### config.mk
export PLATFORM = sky130hd
export DESIGN_NAME = wb_arbiter
export DESIGN_NICKNAME = d
export VERILOG_FILES = /design/src/rtl/wb_arbiter.sv
export SDC_FILE = /design/constraint.sdc
export NUM_CORES = 1
export LEC_CHECK = 0
export ABC_AREA = 1
export CORE_AREA = 2 2 110 112
export CTS_CLUSTER_DIAMETER = 60
export DETAILED_ROUTE_END_ITERATION = 16
export DIE_AREA = 0 0 112 114
export SLEW_MARGIN = 10
export SYNTH_ARGS = -nofsm -noshare
export SYNTH_HDL_FRONTEND = slang
export SYNTH_SLANG_ARGS = --single-unit
### constraint.sdc
create_clock -name clk_i -period 3.11 [get_ports clk_i]
set_input_delay 0.933 -clock clk_i [delete_from_list [all_inputs] [get_ports clk_i]]
set_output_delay 0.933 -clock clk_i [all_outputs]
set_load 0.1 [all_outputs]
### src/rtl/wb_arbiter.sv
// Round-robin Wishbone B4 classic arbiter: several masters share one master
// port toward intercon. A grant is held for a whole bus tenancy (CYC high),
// the granted master's signals are muxed onto the bus, and ACK/ERR are
// routed back to it. A watchdog aborts cycles that no slave terminates.

module wb_arbiter #(
   parameter int MASTERS_NUM = 2,
   parameter int ADR_WIDTH   = 32,
   parameter int DAT_WIDTH   = 32,
   parameter int SEL_WIDTH   = 4,
   parameter int TIMEOUT     = 255
) (
   input  logic                             clk_i,
   input  logic                             rst_i,
   // master side
   input  logic [MASTERS_NUM-1:0]           m2a_cyc_i,
   input  logic [MASTERS_NUM-1:0]           m2a_stb_i,
   input  logic [MASTERS_NUM-1:0]           m2a_we_i,
   input  logic [MASTERS_NUM*ADR_WIDTH-1:0] m2a_adr_i,
   input  logic [MASTERS_NUM*DAT_WIDTH-1:0] m2a_dat_i,
   input  logic [MASTERS_NUM*SEL_WIDTH-1:0] m2a_sel_i,
   output logic [MASTERS_NUM-1:0]           a2m_ack_o,
   output logic [MASTERS_NUM-1:0]           a2m_err_o,
   output logic [DAT_WIDTH-1:0]             a2m_dat_o,
   // intercon side
   output logic                             a2s_cyc_o,
   output logic                             a2s_stb_o,
   output logic                             a2s_we_o,
   output logic [ADR_WIDTH-1:0]             a2s_adr_o,
   output logic [DAT_WIDTH-1:0]             a2s_dat_o,
   output logic [SEL_WIDTH-1:0]             a2s_sel_o,
   input  logic                             s2a_ack_i,
   input  logic                             s2a_err_i,
   input  logic [DAT_WIDTH-1:0]             s2a_dat_i,
   // status
   output logic [MASTERS_NUM-1:0]           grant_o
);

   localparam int IDX_W = $clog2(MASTERS_NUM);
   // A disabled watchdog still keeps a 1-bit counter so the logic stays legal.
   localparam int WD_W = (TIMEOUT > 0) ? $clog2(TIMEOUT + 1) : 1;
   // Expiry is detected on the stalled beat that would bring the count to
   // TIMEOUT, so the abort follows exactly TIMEOUT unanswered STB cycles.
   localparam logic [WD_W-1:0] WD_LAST = (TIMEOUT > 0) ? WD_W'(TIMEOUT - 1) : '0;

   typedef enum logic [1:0] {
      ST_IDLE  = 2'd0,
      ST_BUSY  = 2'd1,
      ST_ABORT = 2'd2
   } state_t;

   state_t                  state_q, state_d;
   logic [MASTERS_NUM-1:0]  grant_q, grant_d;
   logic [IDX_W-1:0]        last_q, last_d;
   logic [WD_W-1:0]         wdog_q, wdog_d;
   logic [WD_W-1:0]         wdog_inc;

   logic [IDX_W-1:0]        win_idx;
   logic                    win_found;
   int                      rr_sum;

   logic                    sel_cyc;
   logic                    sel_stb;
   logic                    sel_we;
   logic [ADR_WIDTH-1:0]    sel_adr;
   logic [DAT_WIDTH-1:0]    sel_dat;
   logic [SEL_WIDTH-1:0]    sel_sel;

   logic                    busy;
   logic                    abort;
   logic                    stall;
   logic                    expire;

   assign busy  = (state_q == ST_BUSY);
   assign abort = (state_q == ST_ABORT);

   // Round-robin search: first requesting master after the last winner, wrapping.
   always_comb begin
      // NOTE: every variable gets a default before any branch so no path leaves
      // it unassigned; otherwise synthesis infers a latch to hold the old value.
      win_idx   = last_q;
      win_found = 1'b0;
      rr_sum    = 0;
      for (int i = 1; i <= MASTERS_NUM; i++) begin
         rr_sum = int'(last_q) + i;
         if (rr_sum >= MASTERS_NUM) begin
            rr_sum = rr_sum - MASTERS_NUM;
         end
         if (!win_found && m2a_cyc_i[IDX_W'(rr_sum)]) begin
            win_found = 1'b1;
            win_idx   = IDX_W'(rr_sum);
         end
      end
   end

   // One-hot AND-OR mux selecting the granted master's request signals.
   always_comb begin
      sel_cyc = 1'b0;
      sel_stb = 1'b0;
      sel_we  = 1'b0;
      sel_adr = '0;
      sel_dat = '0;
      sel_sel = '0;
      for (int k = 0; k < MASTERS_NUM; k++) begin
         if (grant_q[k]) begin
            sel_cyc = m2a_cyc_i[k];
            sel_stb = m2a_stb_i[k];
            sel_we  = m2a_we_i[k];
            sel_adr = m2a_adr_i[k*ADR_WIDTH +: ADR_WIDTH];
            sel_dat = m2a_dat_i[k*DAT_WIDTH +: DAT_WIDTH];
            sel_sel = m2a_sel_i[k*SEL_WIDTH +: SEL_WIDTH];
         end
      end
   end

   // A beat is stalled while the granted master strobes and nobody terminates it.
   // An ack or err in the expiry cycle therefore suppresses the abort.
   assign stall    = busy && sel_stb && !s2a_ack_i && !s2a_err_i;
   assign expire   = (TIMEOUT != 0) && stall && (wdog_q == WD_LAST);
   assign wdog_inc = (wdog_q == {WD_W{1'b1}}) ? wdog_q : wdog_q + 1'b1;

   // Next-state, grant and watchdog update.
   always_comb begin
      state_d = state_q;
      grant_d = grant_q;
      last_d  = last_q;
      wdog_d  = '0;
      case (state_q)
         ST_IDLE: begin
            if (|m2a_cyc_i) begin
               state_d          = ST_BUSY;
               grant_d          = '0;
               grant_d[win_idx] = 1'b1;
               last_d           = win_idx;
            end
         end
         ST_BUSY: begin
            // Release is checked first: a CYC drop beats a simultaneous expiry.
            if (!sel_cyc) begin
               state_d = ST_IDLE;
               grant_d = '0;
            end else if (expire) begin
               state_d = ST_ABORT;
            end else if (stall) begin
               wdog_d = wdog_inc;
            end
         end
         ST_ABORT: begin
            state_d = ST_IDLE;
            grant_d = '0;
         end
         default: begin
            state_d = ST_IDLE;
            grant_d = '0;
         end
      endcase
   end

   // State register; master 0 wins first after reset because last starts at N-1.
   always_ff @(posedge clk_i or posedge rst_i) begin
      if (rst_i) begin
         state_q <= ST_IDLE;
         grant_q <= '0;
         last_q  <= IDX_W'(MASTERS_NUM - 1);
         wdog_q  <= '0;
      end else begin
         // NOTE: non-blocking assignments so every register samples the values
         // from before this edge, independent of statement order.
         state_q <= state_d;
         grant_q <= grant_d;
         last_q  <= last_d;
         wdog_q  <= wdog_d;
      end
   end

   // Bus side: granted master passes straight through while BUSY, quiet otherwise.
   assign a2s_cyc_o = busy & sel_cyc;
   assign a2s_stb_o = busy & sel_stb;
   assign a2s_we_o  = busy & sel_we;
   assign a2s_adr_o = busy ? sel_adr : '0;
   assign a2s_dat_o = busy ? sel_dat : '0;
   assign a2s_sel_o = busy ? sel_sel : '0;

   // Master side: terminations go only to the granted master; the abort cycle
   // forces ERR toward it. Read data is shared and qualified by each ACK.
   assign a2m_ack_o = busy ? (grant_q & {MASTERS_NUM{s2a_ack_i}}) : '0;
   assign a2m_err_o = busy  ? (grant_q & {MASTERS_NUM{s2a_err_i}}) :
                      abort ? grant_q : '0;
   assign a2m_dat_o = s2a_dat_i;
   assign grant_o   = grant_q;

endmodule

==> flow_metrics.env, run 1 <==
export IMPL_root_buffer="clkbuf_16"
export IMPL_ys_ff_latch=13
export IMPL_ios=287
export IMPL_tightest_slew_ps=491
export IMPL_num_antenna_cells=0
export IMPL_dr_pass1_iters=4
export IMPL_dpl_hpwl_um=8960
export IMPL_dpl_cell_area_um2=5060
export IMPL_setup_violations=0
export IMPL_placementRows=40
export IMPL_vias=2783
export IMPL_grt_usage_pct=15.4
export IMPL_hold_viol=0
export IMPL_synth_most_common_cell="nor2_1"
export IMPL_stdcell_area_um2=5140
export IMPL_cts_tree="built"
export IMPL_cts_setup_buffers=0
export IMPL_grt_pass1_vias=2678
export IMPL_cts_max_level=1
export IMPL_cts_sinks=13
export IMPL_core_um2=11700
export IMPL_grt_overflow=0
export IMPL_io_buffers=222
export IMPL_clockBufferDepth=2
export IMPL_synth_top_area_cell="a22oi_1"
export IMPL_min_period_ps=2970
export IMPL_nets=669
export IMPL_gp_congestion=0.863
export IMPL_max_freq_mhz=337
export IMPL_wl_per_cell_um=16.8
export IMPL_peakVddDrop_mv=0.596
export IMPL_synthToLayoutAreaGrowth_pct=164
export IMPL_synth_top_family_by_area="simple AND/OR/NAND/NOR gates"
export IMPL_ant_nets=0
export IMPL_yosysSeqAreaShare_pct=16.8
export IMPL_grt_pass1_wl_um=15500
export IMPL_hold_worst_slack_ps=472
export IMPL_required_ps=2180
export IMPL_synthXorXnorAreaFrac_pct=0.901
export IMPL_clk_latency_ps=240
export IMPL_hold_class="register to register"
export IMPL_antenna_found_initial=0
export IMPL_outcome="completed"
export IMPL_path_clk_slew_ps=40
export IMPL_cts_buffers=3
export IMPL_yosys_most_used_dff="dfrtp_1"
export IMPL_drc_errors=0
export IMPL_relSlewSlack_pct=67.2
export IMPL_p_leak_nw=1.95
export IMPL_critical_path_arrival_ps=2040
export IMPL_yosys_top_cells_area="a22oi_1, nor2_1, dfrtp_1"
export IMPL_cap_viol_max_count=0
export IMPL_initial_utilization_pct=16.6
export IMPL_die_area_um2=12800
export IMPL_yosys_warnings=0
export IMPL_muxShareOfSynthArea_pct=0
export IMPL_fin_crit_sh_pct=95.6
export IMPL_syn_inst=308
export IMPL_wl_um=10700
export IMPL_crit_type="primary input to primary output"
export IMPL_finClkSkew_ps=1.72
export IMPL_dieWidth_um=112
export IMPL_synthTopCellsByCount="nor2_1, a22oi_1, buf_4"
export IMPL_die_h_um=114
export IMPL_synthArstFlopShare_pct=100
export IMPL_grt_setup_unrepaired="false"
export IMPL_synth_top_area_share_pct=26.6
export IMPL_total_power_w=0.00529
export IMPL_slew_violations=0
export IMPL_synth_adder_area_share_pct=1.29
export IMPL_tns_ps=0
export IMPL_worst_path_max_delay_cell="clkdlybuf4s50_1"
export IMPL_netlist_area_um2=1940
export IMPL_crit_path_cell_trace="clkdlybuf4s50_1 -> inv_1 -> o21ai_0 -> o21ai_1 -> nor2_2 -> buf_12"
export IMPL_synth_compound_area_share_pct=28.8
export IMPL_syn_avg_cell_area_um2=6.31
export IMPL_crit_fanout=2
export IMPL_synth_distinct_cells=24
export IMPL_cpPeakStageDelay_ps=460
export IMPL_drt_first_iter_violations=156
export IMPL_synth_simple_area_share_pct=30.4
export IMPL_grt_max_degree=75
export IMPL_power_density_nw_per_um2=1030
export IMPL_syn_nets=488
export IMPL_end_kind="primary output"
export IMPL_via_per_inst=4.38
export IMPL_synth_edf_count=0
export IMPL_startpoint_type="primary input"
export IMPL_drive_gt1_share_pct=36.1
-- layer usage --
metal	up-vias	wire length, µm	GRT usage, %
met5	-	0	0
met4	0	110	2.52
met3	11	1550	8.45
met2	148	5260	25.9
met1	1246	3770	17.7
li1	1378	-	-
-- cell usage in the layout, fill, tap and decap left out --
cell	count
inv_2	2
nor2_2	72
buf_12	79
xor2_1	1
inv_1	17
o21bai_1	1
o21ai_1	2
nand2_2	1
nand2_1	29
o21ai_0	5
nor2_4	4
dfrtp_1	10
nor2_1	16
nand4_1	2
or2_2	1
inv_4	1
nor3_4	1
ha_1	2
buf_4	6
clkbuf_1	1
a22oi_1	69
clkbuf_16	3
nand3_1	11
clkdlybuf4s50_1	145
dfrtp_2	2
nor3_2	1
xnor2_1	1
dfstp_2	1
nand3_2	2
-- final cells by class --
class	instances	area (µm²)
tap	147	184
fill	1109	6570
clock buffer	4	78.8
timing repair buffer	230	3080
multi-input combinational	221	1390
sequential	13	329
inverter	20	77.6
-- state kept, by name, summed over array words and instances, names as in the netlist --
register and flops:
state_q 2, wdog_q 8, last_q 1, grant_o 2
-- per-stage QoR --
step / utilization, % / instances / worst slack [ps]
floorplan: - / 308 / -37.1
global placement: 43.2 / 631 / 117
detailed placement: 43.2 / 631 / 109
CTS: 43.9 / 635 / 101
global route: 43.9 / 635 / 64.0
finish: 43.9 / 635 / 138
-- worst max-delay path: cells and delay by family --
family / cells / cell delay [ps]
AO/OA/AOI/OAI: 2 / 260
buffers and inverters: 3 / 700
AND/OR/NAND/NOR: 1 / 160
-- cells by family (layout without fill, tap and decap cells) --
logic type,count (synthesis),count (layout)
buffers and inverters,74,254
XOR/XNOR,2,2
flip-flops,13,13
AO/OA/AOI/OAI,77,77
AND/OR/NAND/NOR,140,140
adder cells (fa/ha/maj),2,2
-- timing repair --
item	4_1_cts	5_1_grt
gates resized for setup	0	1
setup endpoints to repair	0	1
hold buffers	0	0
-- report_power, final --
| part | switching, W | internal [W] |
|---|---|---|
| registers | 0.0000314 | 0.000201 |
| logic | 0.00321 | 0.00161 |
| clock network | 0.0000686 | 0.000173 |
-- final timing paths --
path | start | end | slack, ps | cells after the start
max in group asynchronous | rst_i | grant_o[1] | 1720 | 2
min | last_q | last_q | 470 | 2
max reg2reg | grant_o[1] | wdog_q[0] | 1590 | 7
min reg2reg | last_q | last_q | 470 | 2
max | s2a_err_i | a2m_err_o[0] | 140 | 6
min in group asynchronous | rst_i | wdog_q[3] | 1030 | 2
No activity file was read; power rests on OpenSTA's default activity.
==> run 2, diff against run 1 <==
--- a/config.mk
+++ b/config.mk
@@ -6,10 +6,12 @@
 export NUM_CORES = 1
 export LEC_CHECK = 0
 export ABC_AREA = 1
-export CORE_AREA = 2 2 110 112
+export CORE_AREA = 2 2 113 115
 export CTS_CLUSTER_DIAMETER = 60
 export DETAILED_ROUTE_END_ITERATION = 16
-export DIE_AREA = 0 0 112 114
+export DIE_AREA = 0 0 115 117
+export DONT_BUFFER_PORTS = 1
+export PLACE_DENSITY_LB_ADDON = 0.15
 export SLEW_MARGIN = 10
 export SYNTH_ARGS = -nofsm -noshare
 export SYNTH_HDL_FRONTEND = slang
==> run 2 against run 1 <==
  * Critical path depth is 1 lower
  * Clock power is 2% higher
  * Register-to-register slack better by 30 ps
  * Fmax is 3.0% higher
  * First-iteration DRC count is 23% lower
  * Sequential share of layout area is 2.8 points higher
  * Routed wire length is 5.3% lower
  * Critical path type is now register to primary output
  * Critical endpoint is now a2s_dat_o[14]
==> flow_metrics.env, run 2 (synthesis gave the netlist of run 1 again) <==
export IMPL_regMostFlops="wdog_q"
export IMPL_via_per_inst=4.56
export IMPL_root_buffer="clkbuf_16"
export IMPL_min_period_ps=2880
export IMPL_die_h_um=117
export IMPL_cts_setup_buffers=0
export IMPL_io_buffers=0
export IMPL_cts_tree="built"
export IMPL_drive_gt1_share_pct=51.2
export IMPL_setup_violations=0
export IMPL_drc_errors=0
export IMPL_dpl_hpwl_um=8800
export IMPL_mostFrequentLayoutCells="nor2_2, buf_12, a22oi_1"
export IMPL_initial_utilization_pct=15.8
export IMPL_reg2reg_depth=7
export IMPL_p_leak_nw=1.36
export IMPL_grt_overflow=0
export IMPL_cts_buffers=3
export IMPL_hold_path_depth=2
export IMPL_end_kind="primary output"
export IMPL_wl_um=10100
export IMPL_tightest_slew_ps=552
export IMPL_dieWidth_um=115
export IMPL_antenna_found_initial=2
export IMPL_nets=523
export IMPL_total_power_w=0.00505
export IMPL_dpl_cell_area_um2=3530
export IMPL_grt_usage_pct=13.1
export IMPL_cap_viol_max_count=0
export IMPL_dr_pass1_iters=4
export IMPL_outcome="completed"
export IMPL_required_ps=2180
export IMPL_wl_per_cell_um=20.5
export IMPL_power_density_nw_per_um2=1400
export IMPL_grt_max_degree=70
export IMPL_hold_viol=0
export IMPL_cts_max_level=1
export IMPL_synthToLayoutAreaGrowth_pct=85.6
export IMPL_stdcell_area_um2=3610
export IMPL_post_cts_resized=0
export IMPL_pre_cts_ws_ps=458
export IMPL_ant_nets=0
export IMPL_gp_congestion=0.750
export IMPL_finalWorstSetupSlack_ps=225
export IMPL_drt_first_iter_violations=120
export IMPL_startpoint_type="register"
export IMPL_hold_class="register to register"
export IMPL_core_um2=12300
export IMPL_crit_type="register to primary output"
export IMPL_finClkSkew_ps=1.35
export IMPL_clockBufferDepth=2
export IMPL_path_clk_slew_ps=50
export IMPL_grt_pass1_vias=1997
export IMPL_die_area_um2=13500
export IMPL_clk_latency_ps=240
export IMPL_grt_pass1_wl_um=12900
export IMPL_fin_crit_sh_pct=92.8
export IMPL_relSlewSlack_pct=63.2
export IMPL_crit_fanout=69
export IMPL_tns_ps=0
export IMPL_cts_sinks=13
export IMPL_largest_reg_flops=8
export IMPL_placementRows=41
export IMPL_ios=287
export IMPL_ctsHoldBuffers=0
export IMPL_max_freq_mhz=347
export IMPL_grt_setup_unrepaired="false"
export IMPL_critical_path_arrival_ps=1950
export IMPL_vias=2249
export IMPL_utilization_pct=29.3
export IMPL_peakVddDrop_mv=0.523
export IMPL_slew_violations=0
## run 2: power breakdown
part / switching, W / total (W) / internal (W)
combinational: 0.00316 / 0.00454 / 0.00138
clock: 0.0000737 / 0.000247 / 0.000173
sequential: 0.0000569 / 0.000260 / 0.000203
total: 0.00329 / 0.00505 / 0.00176
## run 2: per-layer routing
| metal | vias up | wire length (µm) | GRT usage [%] |
|---|---|---|---|
| li1 | 1088 | - | - |
| met1 | 1026 | 3700 | 15.2 |
| met2 | 125 | 4680 | 20.0 |
| met3 | 8 | 1680 | 9.63 |
| met4 | 2 | 48 | 1.93 |
| met5 | - | 13 | 0 |
## run 2: final cells by class
| type | instances | area (µm²) |
|---|---|---|
| fill | 1316 | 8700 |
| sequential | 13 | 332 |
| clock buffer | 4 | 78.8 |
| multi-input combinational | 221 | 1400 |
| tap | 150 | 188 |
| inverter | 20 | 77.6 |
| timing repair buffer | 84 | 1530 |
| antenna | 1 | 2.50 |
## run 2: stage by stage
step | instances | hold WS (ps)
5_1_grt | 492 | 536
4_1_cts | 492 | 485
3_3_place_gp | 488 | 465
3_5_place_dp | 488 | 478
2_1_floorplan | 308 | 453
6_report | 493 | 479
## run 2: path summary, 6_finish.rpt
kind / start / end / slack [ps]
min in group asynchronous: rst_i / wdog_q[0] / 620
worst min register to register: last_q / last_q / 480
worst max register to register: grant_o[0] / wdog_q[3] / 1620
worst max-delay path: grant_o[1] / a2s_dat_o[14] / 230
max in group asynchronous: rst_i / grant_o[1] / 2070
worst min-delay path: last_q / last_q / 480
## run 2: worst max-delay path: stages (launching register included)
cell     delay (ps)
dfrtp_4         610
nor2_4          170
buf_12          270
a22oi_1         210
nor2_2          190
buf_12          200
==> run 3, diff against run 2 <==
--- a/config.mk
+++ b/config.mk
@@ -12,7 +12,6 @@
 export DIE_AREA = 0 0 115 117
 export DONT_BUFFER_PORTS = 1
 export PLACE_DENSITY_LB_ADDON = 0.15
-export SLEW_MARGIN = 10
 export SYNTH_ARGS = -nofsm -noshare
 export SYNTH_HDL_FRONTEND = slang
 export SYNTH_SLANG_ARGS = --single-unit
==> results of run 3 <==
Final layout, timing and power as in run 2 (identical DEF).
